[src/rtl/i2c_pkg.sv]
// Shared state encoding and bus-level constants for the I2C target register file.
package i2c_pkg;

  typedef enum logic [3:0] {
    IDLE, ADDR, ADDR_ACK, PTR, PTR_ACK, WDATA, WDATA_ACK, RDATA, RDATA_ACK, IGNORE
  } i2c_state_e;

  localparam logic I2C_ACK  = 1'b0;
  localparam logic I2C_NACK = 1'b1;

endpackage

[src/rtl/i2c_sync_filter.sv]
// Two-flop synchroniser followed by a stability filter; emits one-cycle edge pulses
// of the filtered level. Idle bus level is high, so everything resets to 1.
module i2c_sync_filter #(
  parameter int FILT_LEN = 3
) (
  input  logic clk,
  input  logic rst,
  input  logic d_i,
  output logic q_o,
  output logic rise_o,
  output logic fall_o
);

  localparam int CW = (FILT_LEN > 1) ? $clog2(FILT_LEN) : 1;

  logic          s1_q, s2_q, filt_q, filt_d, prev_q;
  logic [CW-1:0] cnt_q, cnt_d;

  always_comb begin
    cnt_d  = '0;
    filt_d = filt_q;
    if (s2_q != filt_q) begin
      if (cnt_q == CW'(FILT_LEN - 1)) filt_d = s2_q;
      else                            cnt_d  = cnt_q + 1'b1;
    end
  end

  always_ff @(posedge clk or posedge rst) begin
    if (rst) begin
      s1_q   <= 1'b1;
      s2_q   <= 1'b1;
      filt_q <= 1'b1;
      prev_q <= 1'b1;
      cnt_q  <= '0;
    end else begin
      s1_q   <= d_i;
      s2_q   <= s1_q;
      filt_q <= filt_d;
      prev_q <= filt_q;
      cnt_q  <= cnt_d;
    end
  end

  assign q_o    = filt_q;
  assign rise_o = filt_q & ~prev_q;
  assign fall_o = ~filt_q & prev_q;

endmodule

[src/rtl/i2c_target_regfile.sv]
// I2C target exposing NUM_REGS byte registers with pointer-addressed burst
// writes/reads, auto-increment with wrap, and optional SCL stretching.
module i2c_target_regfile
  import i2c_pkg::*;
#(
  parameter logic [6:0] DEV_ADDR   = 7'h42,
  parameter int         NUM_REGS   = 8,
  parameter int         FILT_LEN   = 3,
  parameter int         STRETCH_EN = 1
) (
  input  logic                        clk,
  input  logic                        rst,
  input  logic                        scl_i,
  input  logic                        sda_i,
  output logic                        scl_oe,
  output logic                        sda_oe,
  input  logic                        stretch_req,
  output logic [NUM_REGS*8-1:0]       regs_o,
  output logic                        wr_stb,
  output logic [$clog2(NUM_REGS)-1:0] wr_idx,
  output logic                        busy
);

  localparam int PW = $clog2(NUM_REGS);

  function automatic logic [PW-1:0] ptr_inc(input logic [PW-1:0] p);
    return (p == PW'(NUM_REGS - 1)) ? '0 : p + 1'b1;
  endfunction

  logic scl_f, scl_rise, scl_fall, sda_f, sda_rise, sda_fall;
  logic start, stop;

  i2c_sync_filter #(.FILT_LEN(FILT_LEN)) u_scl (
    .clk(clk), .rst(rst), .d_i(scl_i), .q_o(scl_f), .rise_o(scl_rise), .fall_o(scl_fall)
  );
  i2c_sync_filter #(.FILT_LEN(FILT_LEN)) u_sda (
    .clk(clk), .rst(rst), .d_i(sda_i), .q_o(sda_f), .rise_o(sda_rise), .fall_o(sda_fall)
  );

  assign start = sda_fall & scl_f;
  assign stop  = sda_rise & scl_f;

  i2c_state_e    state_q, state_d;
  logic [3:0]    cnt_q, cnt_d;
  logic [7:0]    sh_q, sh_d;
  logic [PW-1:0] ptr_q, ptr_d, ptr_nxt, wr_idx_q, wr_idx_d;
  logic          ack_q, ack_d, rw_q, rw_d;
  logic          sda_oe_q, sda_oe_d, stretch_q, stretch_d, busy_q, busy_d;
  logic          wr_stb_q, wr_stb_d, we;
  logic [7:0]    regs_q [NUM_REGS];
  logic [7:0]    byte_in, rd_cur, rd_nxt;

  assign byte_in = {sh_q[6:0], sda_f};
  assign ptr_nxt = ptr_inc(ptr_q);
  assign rd_cur  = regs_q[ptr_q];
  assign rd_nxt  = regs_q[ptr_nxt];

  always_comb begin
    state_d   = state_q;
    cnt_d     = cnt_q;
    sh_d      = sh_q;
    ptr_d     = ptr_q;
    ack_d     = ack_q;
    rw_d      = rw_q;
    sda_oe_d  = sda_oe_q;
    stretch_d = stretch_q;
    busy_d    = busy_q;
    wr_stb_d  = 1'b0;
    wr_idx_d  = wr_idx_q;
    we        = 1'b0;

    if (stretch_q && !stretch_req) stretch_d = 1'b0;

    // Data-byte commit is independent of bus events so a coincident START cannot drop it.
    if (state_q == WDATA && scl_rise && cnt_q == 4'd7) begin
      we       = 1'b1;
      wr_stb_d = 1'b1;
      wr_idx_d = ptr_q;
      ptr_d    = ptr_nxt;
    end

    if (stop) begin
      state_d   = IDLE;
      cnt_d     = '0;
      sda_oe_d  = 1'b0;
      stretch_d = 1'b0;
      busy_d    = 1'b0;
    end else if (start) begin
      state_d  = ADDR;
      cnt_d    = '0;
      sda_oe_d = 1'b0;
    end else begin
      case (state_q)
        ADDR: if (scl_rise) begin
          sh_d  = byte_in;
          cnt_d = cnt_q + 4'd1;
          if (cnt_q == 4'd7) begin
            if (byte_in[7:1] == DEV_ADDR) begin
              state_d = ADDR_ACK;
              ack_d   = I2C_ACK;
              rw_d    = byte_in[0];
              busy_d  = 1'b1;
            end else begin
              state_d = IDLE;
              cnt_d   = '0;
              busy_d  = 1'b0;
            end
          end
        end
        PTR: if (scl_rise) begin
          sh_d  = byte_in;
          cnt_d = cnt_q + 4'd1;
          if (cnt_q == 4'd7) begin
            state_d = PTR_ACK;
            if (int'(byte_in) < NUM_REGS) begin
              ptr_d = byte_in[PW-1:0];
              ack_d = I2C_ACK;
            end else begin
              ack_d = I2C_NACK;
            end
          end
        end
        WDATA: if (scl_rise) begin
          sh_d  = byte_in;
          cnt_d = cnt_q + 4'd1;
          if (cnt_q == 4'd7) begin
            state_d = WDATA_ACK;
            ack_d   = I2C_ACK;
          end
        end
        ADDR_ACK, PTR_ACK, WDATA_ACK: if (scl_fall) begin
          if (cnt_q == 4'd8) begin
            sda_oe_d = (ack_q == I2C_ACK);
            cnt_d    = 4'd9;
          end else begin
            // Falling edge closing the ACK/NACK slot: the only point where stretching may begin.
            sda_oe_d  = 1'b0;
            cnt_d     = '0;
            stretch_d = (STRETCH_EN != 0) && stretch_req;
            if (state_q == ADDR_ACK) begin
              if (rw_q) begin
                state_d  = RDATA;
                sh_d     = rd_cur;
                sda_oe_d = ~rd_cur[7];
              end else begin
                state_d = PTR;
              end
            end else if (state_q == PTR_ACK && ack_q == I2C_NACK) begin
              state_d = IGNORE;
              busy_d  = 1'b0;
            end else begin
              state_d = WDATA;
            end
          end
        end
        RDATA: begin
          if (scl_rise) begin
            cnt_d = cnt_q + 4'd1;
          end else if (scl_fall) begin
            if (cnt_q == 4'd8) begin
              sda_oe_d = 1'b0;
              state_d  = RDATA_ACK;
            end else begin
              sh_d     = sh_q << 1;
              sda_oe_d = ~sh_q[6];
            end
          end
        end
        RDATA_ACK: begin
          if (scl_rise) begin
            ack_d = sda_f;
            cnt_d = 4'd9;
          end else if (scl_fall && cnt_q == 4'd9) begin
            cnt_d     = '0;
            stretch_d = (STRETCH_EN != 0) && stretch_req;
            if (ack_q == I2C_ACK) begin
              ptr_d    = ptr_nxt;
              sh_d     = rd_nxt;
              sda_oe_d = ~rd_nxt[7];
              state_d  = RDATA;
            end else begin
              sda_oe_d = 1'b0;
              busy_d   = 1'b0;
              state_d  = IGNORE;
            end
          end
        end
        default: ;
      endcase
    end
  end

  always_ff @(posedge clk or posedge rst) begin
    if (rst) begin
      state_q   <= IDLE;
      cnt_q     <= '0;
      sh_q      <= '0;
      ptr_q     <= '0;
      ack_q     <= I2C_NACK;
      rw_q      <= 1'b0;
      sda_oe_q  <= 1'b0;
      stretch_q <= 1'b0;
      busy_q    <= 1'b0;
      wr_stb_q  <= 1'b0;
      wr_idx_q  <= '0;
    end else begin
      state_q   <= state_d;
      cnt_q     <= cnt_d;
      sh_q      <= sh_d;
      ptr_q     <= ptr_d;
      ack_q     <= ack_d;
      rw_q      <= rw_d;
      sda_oe_q  <= sda_oe_d;
      stretch_q <= stretch_d;
      busy_q    <= busy_d;
      wr_stb_q  <= wr_stb_d;
      wr_idx_q  <= wr_idx_d;
    end
  end

  always_ff @(posedge clk or posedge rst) begin
    if (rst) begin
      for (int i = 0; i < NUM_REGS; i++) regs_q[i] <= '0;
    end else if (we) begin
      regs_q[ptr_q] <= byte_in;
    end
  end

  for (genvar g = 0; g < NUM_REGS; g++) begin : g_flat
    assign regs_o[8*g +: 8] = regs_q[g];
  end

  assign scl_oe = stretch_q;
  assign sda_oe = sda_oe_q;
  assign wr_stb = wr_stb_q;
  assign wr_idx = wr_idx_q;
  assign busy   = busy_q;

endmodule

[config.mk]
export PLATFORM = sky130hd
export DESIGN_NAME = i2c_target_regfile
export DESIGN_NICKNAME = d
export VERILOG_FILES = /design/src/rtl/i2c_pkg.sv /design/src/rtl/i2c_sync_filter.sv /design/src/rtl/i2c_target_regfile.sv
export SDC_FILE = /design/constraint.sdc
export NUM_CORES = 1
export LEC_CHECK = 0
export ABC_AREA = 1
export CAP_MARGIN = 40
export CORE_ASPECT_RATIO = 0.7
export CORE_MARGIN = 4
export CORE_UTILIZATION = 50
export CTS_CLUSTER_DIAMETER = 40
export CTS_CLUSTER_SIZE = 8
export DETAILED_ROUTE_END_ITERATION = 8
export GPL_TIMING_DRIVEN = 0
export PLACE_DENSITY = 0.69
export REMOVE_ABC_BUFFERS = 1
export SYNTH_ARGS = -nofsm -noshare
export SYNTH_HDL_FRONTEND = slang
export SYNTH_HIERARCHICAL = 1
export SYNTH_SLANG_ARGS = --single-unit
[constraint.sdc]
create_clock -name clk -period 4.9 [get_ports clk]
set_input_delay 0.49 -clock clk [delete_from_list [all_inputs] [get_ports clk]]
set_output_delay 0.49 -clock clk [all_outputs]
set_load 0.05 [all_outputs]
==> flow_summary.toml, run 1 <==
[status]
outcome = "complete, no violations"

[synth]
post-synth-top-area-cell = "sky130_fd_sc_hd__dfrtp_1"
synth_cell_types = 37
synth_area_leaders = "sky130_fd_sc_hd__dfrtp_1 37%, sky130_fd_sc_hd__nand2_1 18%, sky130_fd_sc_hd__nand3_1 7.2%, sky130_fd_sc_hd__inv_1 6.3%, sky130_fd_sc_hd__o21ai_1 4.9%"
synth_area_um2 = 6440
synth.yosys.seq_area_share_pct = 40.2
post_synthesis_cells = 919
synthesis.yosys.warnings = 6
ys_seq_elements = 103
syn_avg_cell_area_um2 = 7.01
synth_top_cell_area_share_pct = 36.5

[route]
detail_route.iter0.violations = 639
antenna_left = 0
vias = 6173
final_wirelength_mm = 18.6
detailed_routing_iterations_pass_1 = 8
via_per_inst = 5.41
drc = 0
route.detailed.wl_per_inst_um = 16.3

[clock_tree]
clkSlewWorstSetupHoldPaths_ns = 0.07
holdBufCountCts = 0
cts.repair.resized = 0
clkLatencyLatePin_ns = 0.35
cts_tree = "built"
ctsRootBufferMaster = "sky130_fd_sc_hd__clkbuf_16"
cts.path.max_buffers = 2
clock_tree.htree_level_count = 3
post_cts.repair.setup_buffers = 0
numCtsBuffers = 9
clkSinkCount = 103

[final_layout]
syn_to_final_growth_pct = 17.5
instances_no_fill = 1142
antenna_cells = 0
layout.filler_cells = 1171
postLayoutCoreUtil_pct = 60.5
final_layout_size_suffix_gt1_share_pct = 10.2
nNetsFinal = 985

[timing]
tns_setup_ns = 0
finalSetupViolations = 0
worst_pin_slew_ns = 0.859
clock_skew_ns = 0.00707
final_period_demand_of_the_worst_path_ns = 2.92
fin_crit_sh_pct = 59.6
fmax_mhz = 343
finalHoldViolations = 0
timing_max_transition_violations_final = 0
timing.max_slew.rel_slack_pct = 42.6
final.setup.worst_slack_ns = 1.98
grt_setup_unrepaired = "false"

[grt]
grt_max_degree = 66
grt_antenna_before_repair = 0
grt_pass1_wl_mm = 29.6
first_global_vias = 5443
gr_overflow_total = 0
global_route.usage.total_pct = 26.0

[worst_setup_path]
type_of_element_capturing_the_critical_path = "flop"
worst-setup-path-type = "reg -> reg"
worstPathMaxFanout = 44
setup.worst_path.start_class = "flop"
crit_arrival_ns = 3.17
crit_required_ns = 5.15

[place]
pre_cts_ws_ns = 2.06
gp_routability_congestion = 0.969
dp_cells = 1126
place.port_buffers = 75
dpl.hpwl_mm = 12.9

[pwr]
totalPowerFinal_uw = 2460
vdd_ir_drop_max_mv = 0.205
power.static_leakage_uw = 0.00359
relative_contribution_of_sequential_cells_to_total_power_pct = 41.4
clock_power_share_pct = 29.8
power_frac_comb_pct = 28.8
netSwitchingFraction_pct = 37.8
power.internal_uw = 1530
power.net_switching_uw = 931
power-per-cell-area_nw_per_um2 = 325

[hold_path]
min-delay-path-class = "reg -> reg"

[die]
die_width_um = 144
pin_count = 76
row_count = 34
initial_utilization_pct = 51.5
design.core.area_um2 = 12500
dieHeight_um = 103
design.die.area_um2 = 14800

[flow_run]
count_of_max_cap_constraint_violations = 0
power groups by stage:
stage          clock (uW)  combinational [uW]  sequential (uW)
2_1_floorplan           0                 532             1010
3_3_place_gp            0                 687             1030
3_5_place_dp            0                 696             1040
4_1_cts               747                 701             1020
5_1_grt               781                 794             1030
6_report              733                 709             1020
Yosys cell counts (all sizes together):
master,number
ha,5
nor2,68
dfrtp,94
inv,117
nand3b,4
nor4,1
clkbuf,6
o21a,1
dfstp,9
o21bai,1
a21boi,1
nand2,333
buf,27
nor3,5
a21oi,17
o22ai,1
o211ai,25
xor2,1
and3,2
clkinv,1
or2,2
nand4,6
nand3,101
o21ai,91
worst max-delay path, cell delays in order (launching register included):
cell and delay, ns:
sky130_fd_sc_hd__dfrtp_2 0.54, sky130_fd_sc_hd__buf_12 0.23, sky130_fd_sc_hd__ha_1 0.80, sky130_fd_sc_hd__inv_1 0.54, sky130_fd_sc_hd__nand3_1 0.21, sky130_fd_sc_hd__nand3_1 0.09
sky130_fd_sc_hd__nand3b_1 0.14, sky130_fd_sc_hd__nand2_1 0.10, sky130_fd_sc_hd__nand3_1 0.09, sky130_fd_sc_hd__nand2_1 0.05
layout make-up:
class                   count  area [um2]  share of cell area, %
clock buffers              12         267                   3.52
clock inverters             4        36.3                  0.479
repair buffers             78         826                   10.9
multi-input cells         665        3200                   42.3
inverters                 118         445                   5.89
well taps                 162         203                   2.68
flip-flops and latches    103        2590                   34.2
layer usage:
metal	track usage [%]	up-vias	part of all wire, %
li1	-	3047	-
met1	41.1	2843	50
met2	36.4	259	40
met3	5.84	24	9.3
met4	5.07	0	1.1
met5	0	-	0
per-stage QoR:
stage	cell area [um2]	hold slack [ns]
CTS	7570	0.357
detailed placement	7270	0.347
global placement	7180	0.346
global route	7570	0.361
floorplan	6230	0.278
finish	7570	0.356
state kept, by name, indices dropped and copies added, names as in the netlist, 2 cells and up:
name         flops
wr_idx           3
ptr_q            3
sh_q             7
state_q          4
cnt_q            4
u_sda/cnt_q      2
regs_o          64
u_scl/cnt_q      2
final timing paths:
kind	startpoint	depth (start not counted)	to	slack [ns]
worst max-delay path	ptr_q[0]	9	sda_oe	1.98
worst min-delay path	u_scl/s1_q	0	u_scl/s2_q	0.36
worst max register to register	ptr_q[0]	9	sda_oe	1.98
worst min register to register	u_scl/s1_q	0	u_scl/s2_q	0.36
max in group asynchronous	rst	3	ack_q	3.71
min in group asynchronous	rst	2	u_scl/cnt_q[1]	0.46
placed cells by master (no fill, tap or decap), types with 17 or more instances in the layout:
master,n
sky130_fd_sc_hd__nand2_1,312
sky130_fd_sc_hd__inv_1,107
sky130_fd_sc_hd__nand3_1,93
sky130_fd_sc_hd__dfrtp_1,93
sky130_fd_sc_hd__clkdlybuf4s50_1,75
sky130_fd_sc_hd__o21ai_1,63
sky130_fd_sc_hd__nor2_1,52
sky130_fd_sc_hd__o211ai_1,25
sky130_fd_sc_hd__o21ai_0,18
sky130_fd_sc_hd__nand2_2,17
sky130_fd_sc_hd__a21oi_1,17
kinds of logic (layout without fill, tap and decap cells):
logic type / after synthesis / count (layout) / synth area share (%)
xor+xnor: 1 / 1 / 0.136
simple gates: 522 / 522 / 36.2
flops: 103 / 103 / 40.2
compound gates: 137 / 137 / 12.3
fa+ha+maj: 5 / 5 / 0.971
buf+inv: 151 / 212 / 10.2
Note: power is estimated with default switching activity, not from simulation.
==> inputs of run 2 (changes only) <==
==> constraint.sdc (replaced) <==
create_clock -name clk -period 2.7 [get_ports clk]
set_input_delay 0.27 -clock clk [delete_from_list [all_inputs] [get_ports clk]]
set_output_delay 0.27 -clock clk [all_outputs]
set_load 0.05 [all_outputs]
==> flow_summary.toml, run 2 (synthesis results as in run 1) <==
[die]
die_width_um = 144
initial_utilization_pct = 51.5
pin_count = 76
dieHeight_um = 103
design.die.area_um2 = 14800
row_count = 34
design.core.area_um2 = 12500

[final_layout]
instances_no_fill = 1146
number_of_flip_flops_in_the_largest_register = 64
antenna_cells = 0
final_common_cell = "sky130_fd_sc_hd__nand2_1"
nNetsFinal = 989
final_layout_size_suffix_gt1_share_pct = 11.0
most-common-layout-cells = "311 x sky130_fd_sc_hd__nand2_1, 106 x sky130_fd_sc_hd__inv_1, 93 x sky130_fd_sc_hd__nand3_1, 93 x sky130_fd_sc_hd__dfrtp_1, 75 x sky130_fd_sc_hd__clkdlybuf4s50_1"
syn_to_final_growth_pct = 18.2
postLayoutCoreUtil_pct = 60.9

[worst_setup_path]
crit_arrival_ns = 2.80
timing.critical_path.cells = "buf_12, inv_1, nand2_2, buf_16, nand2_1, nand3_1, nand3_1, nand3b_1, nand2_1, nand3_1, nand2_1"
worstPathMaxFanout = 45
slowest_stage = "sky130_fd_sc_hd__dfrtp_4"
worst-setup-path-type = "reg -> reg"
setup.reg_to_reg.worst_slack_ns = 0.19
timing.rr.start = "ptr_q[0]"
setup.worst_path.start_class = "flop"
depth_of_the_worst_register_to_register_path = 11
type_of_element_capturing_the_critical_path = "flop"
crit_required_ns = 2.99
critical_path.reg2reg.endpoint = "sda_oe"
cp-endpoint = "sda_oe"
critPathMaxStageDelay_ns = 0.58
worstSetupStartpoint = "ptr_q[0]"

[flow_run]
count_of_max_cap_constraint_violations = 0

[timing]
grt_setup_unrepaired = "false"
tns_setup_ns = 0
fmax_mhz = 398
finalSetupViolations = 0
finalHoldViolations = 0
hold-worst-slack_ns = 0.235
timing_max_transition_violations_final = 0
final_period_demand_of_the_worst_path_ns = 2.51
timing.max_slew.rel_slack_pct = 50.3
worst_pin_slew_ns = 0.744
clock_skew_ns = 0.00814
fin_crit_sh_pct = 93.0

[clock_tree]
clock_tree.htree_level_count = 3
ctsRootBufferMaster = "sky130_fd_sc_hd__clkbuf_16"
cts_tree = "built"
clkLatencyLatePin_ns = 0.36
numCtsBuffers = 9
clkSlewWorstSetupHoldPaths_ns = 0.07
clkSinkCount = 103
cts.path.max_buffers = 2

[status]
outcome = "complete, no violations"

[place]
place.port_buffers = 75
dp_cells = 1126
gp_routability_congestion = 0.969
dpl.hpwl_mm = 12.9

[grt]
grt_pass1_wl_mm = 29.6
grt_max_degree = 66
grt_antenna_before_repair = 0
first_global_vias = 5454
gr_overflow_total = 0
global_route.usage.total_pct = 26.0

[pwr]
vdd_ir_drop_max_mv = 0.372
power-per-cell-area_nw_per_um2 = 586
power.static_leakage_uw = 0.00360

[route]
vias = 6165
route.detailed.wl_per_inst_um = 16.4
detail_route.iter0.violations = 566
final_wirelength_mm = 18.8
detailed_routing_iterations_pass_1 = 6
antenna_left = 0
drc = 0
via_per_inst = 5.38

[hold_path]
min-delay-path-class = "in -> async"
-- run 2: layout make-up --
| cell class | instances | area [um2] |
|---|---|---|
| inverter | 118 | 449 |
| multi-input combinational | 666 | 3220 |
| tap | 162 | 203 |
| timing repair buffer | 81 | 848 |
| fill | 1165 | 4890 |
| clock buffer | 12 | 267 |
| clock inverter | 4 | 36.3 |
| sequential | 103 | 2590 |
-- run 2: routing by layer --
| metal | up-vias | share of wire, % | global-route usage (%) |
|---|---|---|---|
| met3 | 19 | 8.6 | 5.84 |
| met5 | - | 0 | 0 |
| met2 | 264 | 40 | 36.4 |
| met4 | 0 | 1.1 | 5.07 |
| met1 | 2818 | 50 | 41.1 |
| li1 | 3064 | - | - |
-- run 2: critical path: cells and delay by family, from the launching register on --
kind                   cells  cell delay, ns
buffers and inverters      3            0.89
and+or+nand+nor            8            0.94
DFF                        1            0.58
-- run 2: repair_timing --
item / CTS / global route
cloned: 0 / 1
hold buffers: 0 / 0
resized for setup: 1 / 5
pin swaps: 0 / 1
endpoints found under the setup margin: 8 / 8
buffers inserted: 0 / 3
endpoints found under the hold margin: 0 / 0
-- run 2: metrics by stage --
stage | cell area [um2] | power, uW | setup WS (ns)
final | 7620 | 4470 | 0.190
after floorplan | 6230 | 2810 | -0.221
after CTS | 7570 | 4480 | 0.0586
after detailed placement | 7270 | 3140 | -0.140
after global placement | 7180 | 3120 | -1.54
after global routing | 7620 | 4730 | 0.0179
-- run 2: report_power, final --
| part | internal [uW] | total, uW | switching, uW |
|---|---|---|---|
| logic | 354 | 1280 | 929 |
| clock network | 714 | 1330 | 619 |
| registers | 1710 | 1850 | 142 |
| total | 2780 | 4470 | 1690 |
-- run 2: worst min-delay path by stage --
stage                     startpoint        endpoint  slack [ns]  cells after the start
after detailed placement  u_sda/s1_q      u_sda/s2_q        0.35                      0
final                            rst  u_scl/cnt_q[1]        0.23                      2
after global placement    u_scl/s1_q      u_scl/s2_q        0.35                      0
after global routing             rst  u_scl/cnt_q[1]        0.26                      2
after CTS                        rst  u_scl/cnt_q[1]        0.24                      2
after floorplan                  rst  u_scl/cnt_q[0]        0.06                      1
==> inputs of run 3 (changes only) <==
--- a/config.mk
+++ b/config.mk
@@ -9,12 +9,13 @@
 export CAP_MARGIN = 40
 export CORE_ASPECT_RATIO = 0.7
 export CORE_MARGIN = 4
-export CORE_UTILIZATION = 50
+export CORE_UTILIZATION = 57
 export CTS_CLUSTER_DIAMETER = 40
 export CTS_CLUSTER_SIZE = 8
 export DETAILED_ROUTE_END_ITERATION = 8
 export GPL_TIMING_DRIVEN = 0
-export PLACE_DENSITY = 0.69
+export HOLD_SLACK_MARGIN = 0.06
+export PLACE_DENSITY = 0.77
 export REMOVE_ABC_BUFFERS = 1
 export SYNTH_ARGS = -nofsm -noshare
 export SYNTH_HDL_FRONTEND = slang
==> constraint.sdc (replaced) <==
create_clock -name clk -period 2.7 [get_ports clk]
set_input_delay 0.405 -clock clk [delete_from_list [all_inputs] [get_ports clk]]
set_output_delay 0.405 -clock clk [all_outputs]
set_load 0.05 [all_outputs]
==> flow_summary.toml, run 3 (synthesis results as in run 1) <==
[status]
outcome = "complete, no violations"

[place]
pre_cts_ws_ns = -0.155
place.port_buffers = 75
gp_routability_congestion = 0.964
dpl.hpwl_mm = 13.0
dpl-instance-area_um2 = 7280
dp_cells = 1118

[hold_path]
min-delay-path-class = "reg -> reg"

[timing]
fmax_mhz = 394
clock_skew_ns = 0.00842
fin_crit_sh_pct = 93.9
worst_pin_slew_ns = 0.747
timing_max_transition_violations_final = 0
final.setup.worst_slack_ns = 0.164
final_period_demand_of_the_worst_path_ns = 2.54
timing.max_slew.rel_slack_pct = 50.1
finalSetupViolations = 0
finalHoldViolations = 0
grt_setup_unrepaired = "false"

[final_layout]
syn_to_final_growth_pct = 18.7
final_common_cell = "sky130_fd_sc_hd__nand2_1"
most-common-layout-cells = "311 x sky130_fd_sc_hd__nand2_1, 106 x sky130_fd_sc_hd__inv_1, 93 x sky130_fd_sc_hd__nand3_1, 93 x sky130_fd_sc_hd__dfrtp_1, 75 x sky130_fd_sc_hd__clkdlybuf4s50_1"
postLayoutCoreUtil_pct = 69.5
instances_no_fill = 1136
final_design_area_no_fill_um2 = 7650
number_of_flip_flops_in_the_largest_register = 64
nNetsFinal = 988
antenna_cells = 0
final_layout_size_suffix_gt1_share_pct = 10.9

[die]
dieHeight_um = 97.0
pin_count = 76
design.die.area_um2 = 13100
die_width_um = 135
initial_utilization_pct = 58.5
row_count = 32
design.core.area_um2 = 11000

[worst_setup_path]
crit_arrival_ns = 2.78
worstPathMaxFanout = 47
type_of_element_capturing_the_critical_path = "flop"
worst-setup-path-type = "reg -> reg"
setup.worst_path.start_class = "flop"
crit_required_ns = 2.94

[route]
antenna_left = 0
final_wirelength_mm = 18.7
drc = 0
route.detailed.wl_per_inst_um = 16.5
detail_route.iter0.violations = 738
detailed_routing_iterations_pass_1 = 6
via_per_inst = 5.51
vias = 6261

[flow_run]
count_of_max_cap_constraint_violations = 0

[pwr]
power-per-cell-area_nw_per_um2 = 607
power.static_leakage_uw = 0.00362
vdd_ir_drop_max_mv = 0.432

[clock_tree]
clkSinkCount = 103
clock_tree.htree_level_count = 3
holdBufCountCts = 0
numCtsBuffers = 9
ctsRootBufferMaster = "sky130_fd_sc_hd__clkbuf_16"
cts_tree = "built"
clkSlewWorstSetupHoldPaths_ns = 0.07
clkLatencyLatePin_ns = 0.35
cts.path.max_buffers = 2

[grt]
global_route.usage.total_pct = 29.3
grt_pass1_wl_mm = 30.6
grt_antenna_before_repair = 0
first_global_vias = 5867
gr_overflow_total = 0
grt_max_degree = 51
==> run 3: power by group <==
part / internal, uW / leakage, uW / switching, uW
Clock: 907 / 0.000167 / 591
Combinational: 356 / 0.00206 / 935
Sequential: 1710 / 0.00139 / 142
Total: 2970 / 0.00362 / 1670
==> run 3: cell type report <==
| type | count | area [um2] |
|---|---|---|
| Tap cell | 153 | 191 |
| Timing Repair Buffer | 81 | 868 |
| Clock buffer | 10 | 229 |
| Fill cell | 959 | 3360 |
| Clock inverter | 6 | 109 |
| Multi-Input combinational cell | 665 | 3210 |
| Sequential cell | 103 | 2590 |
| Inverter | 118 | 449 |
==> run 3: worst paths after layout <==
path	cells past startpoint	from	slack (ns)	to
max in group asynchronous	3	rst	1.54	regs_o[27]
max	12	ptr_q[0]	0.16	sda_oe
min reg2reg	0	u_sda/s1_q	0.36	u_sda/s2_q
min	0	u_sda/s1_q	0.36	u_sda/s2_q
min in group asynchronous	2	rst	0.38	u_sda/cnt_q[0]
max reg2reg	12	ptr_q[0]	0.16	sda_oe
==> run 3: routing by layer <==
metal	GRT usage [%]	wire length, um
met1	45.7	8690
met2	40.8	7730
met3	7.12	2030
met4	7.13	256
met5	0	0
==> run 3: repair_timing <==
action / in CTS / in global routing
setup endpoints to repair: 8 / 7
setup buffers: 0 / 2
resized for setup: 2 / 4
==> run 3: stage by stage <==
step           hold slack (ns)  power [uW]  TNS (ns)
4_1_cts                  0.357        4620         0
3_3_place_gp             0.346        3110   -173.67
3_5_place_dp             0.347        3140    -0.526
5_1_grt                  0.363        4900         0
2_1_floorplan            0.193        2810     -7.76
6_report                 0.356        4640         0
==> run 3: critical path, cell delays in order (launching register included) <==
cell and delay (ns):
sky130_fd_sc_hd__dfrtp_2 0.54, sky130_fd_sc_hd__buf_12 0.24, sky130_fd_sc_hd__ha_2 0.20, sky130_fd_sc_hd__ha_2 0.19, sky130_fd_sc_hd__nor2_4 0.37, sky130_fd_sc_hd__buf_16 0.22
sky130_fd_sc_hd__nand2_1 0.06, sky130_fd_sc_hd__nand3_1 0.09, sky130_fd_sc_hd__nand3_1 0.09, sky130_fd_sc_hd__nand3b_1 0.12, sky130_fd_sc_hd__nand2_1 0.09, sky130_fd_sc_hd__nand3_1 0.11
sky130_fd_sc_hd__nand2_1 0.07
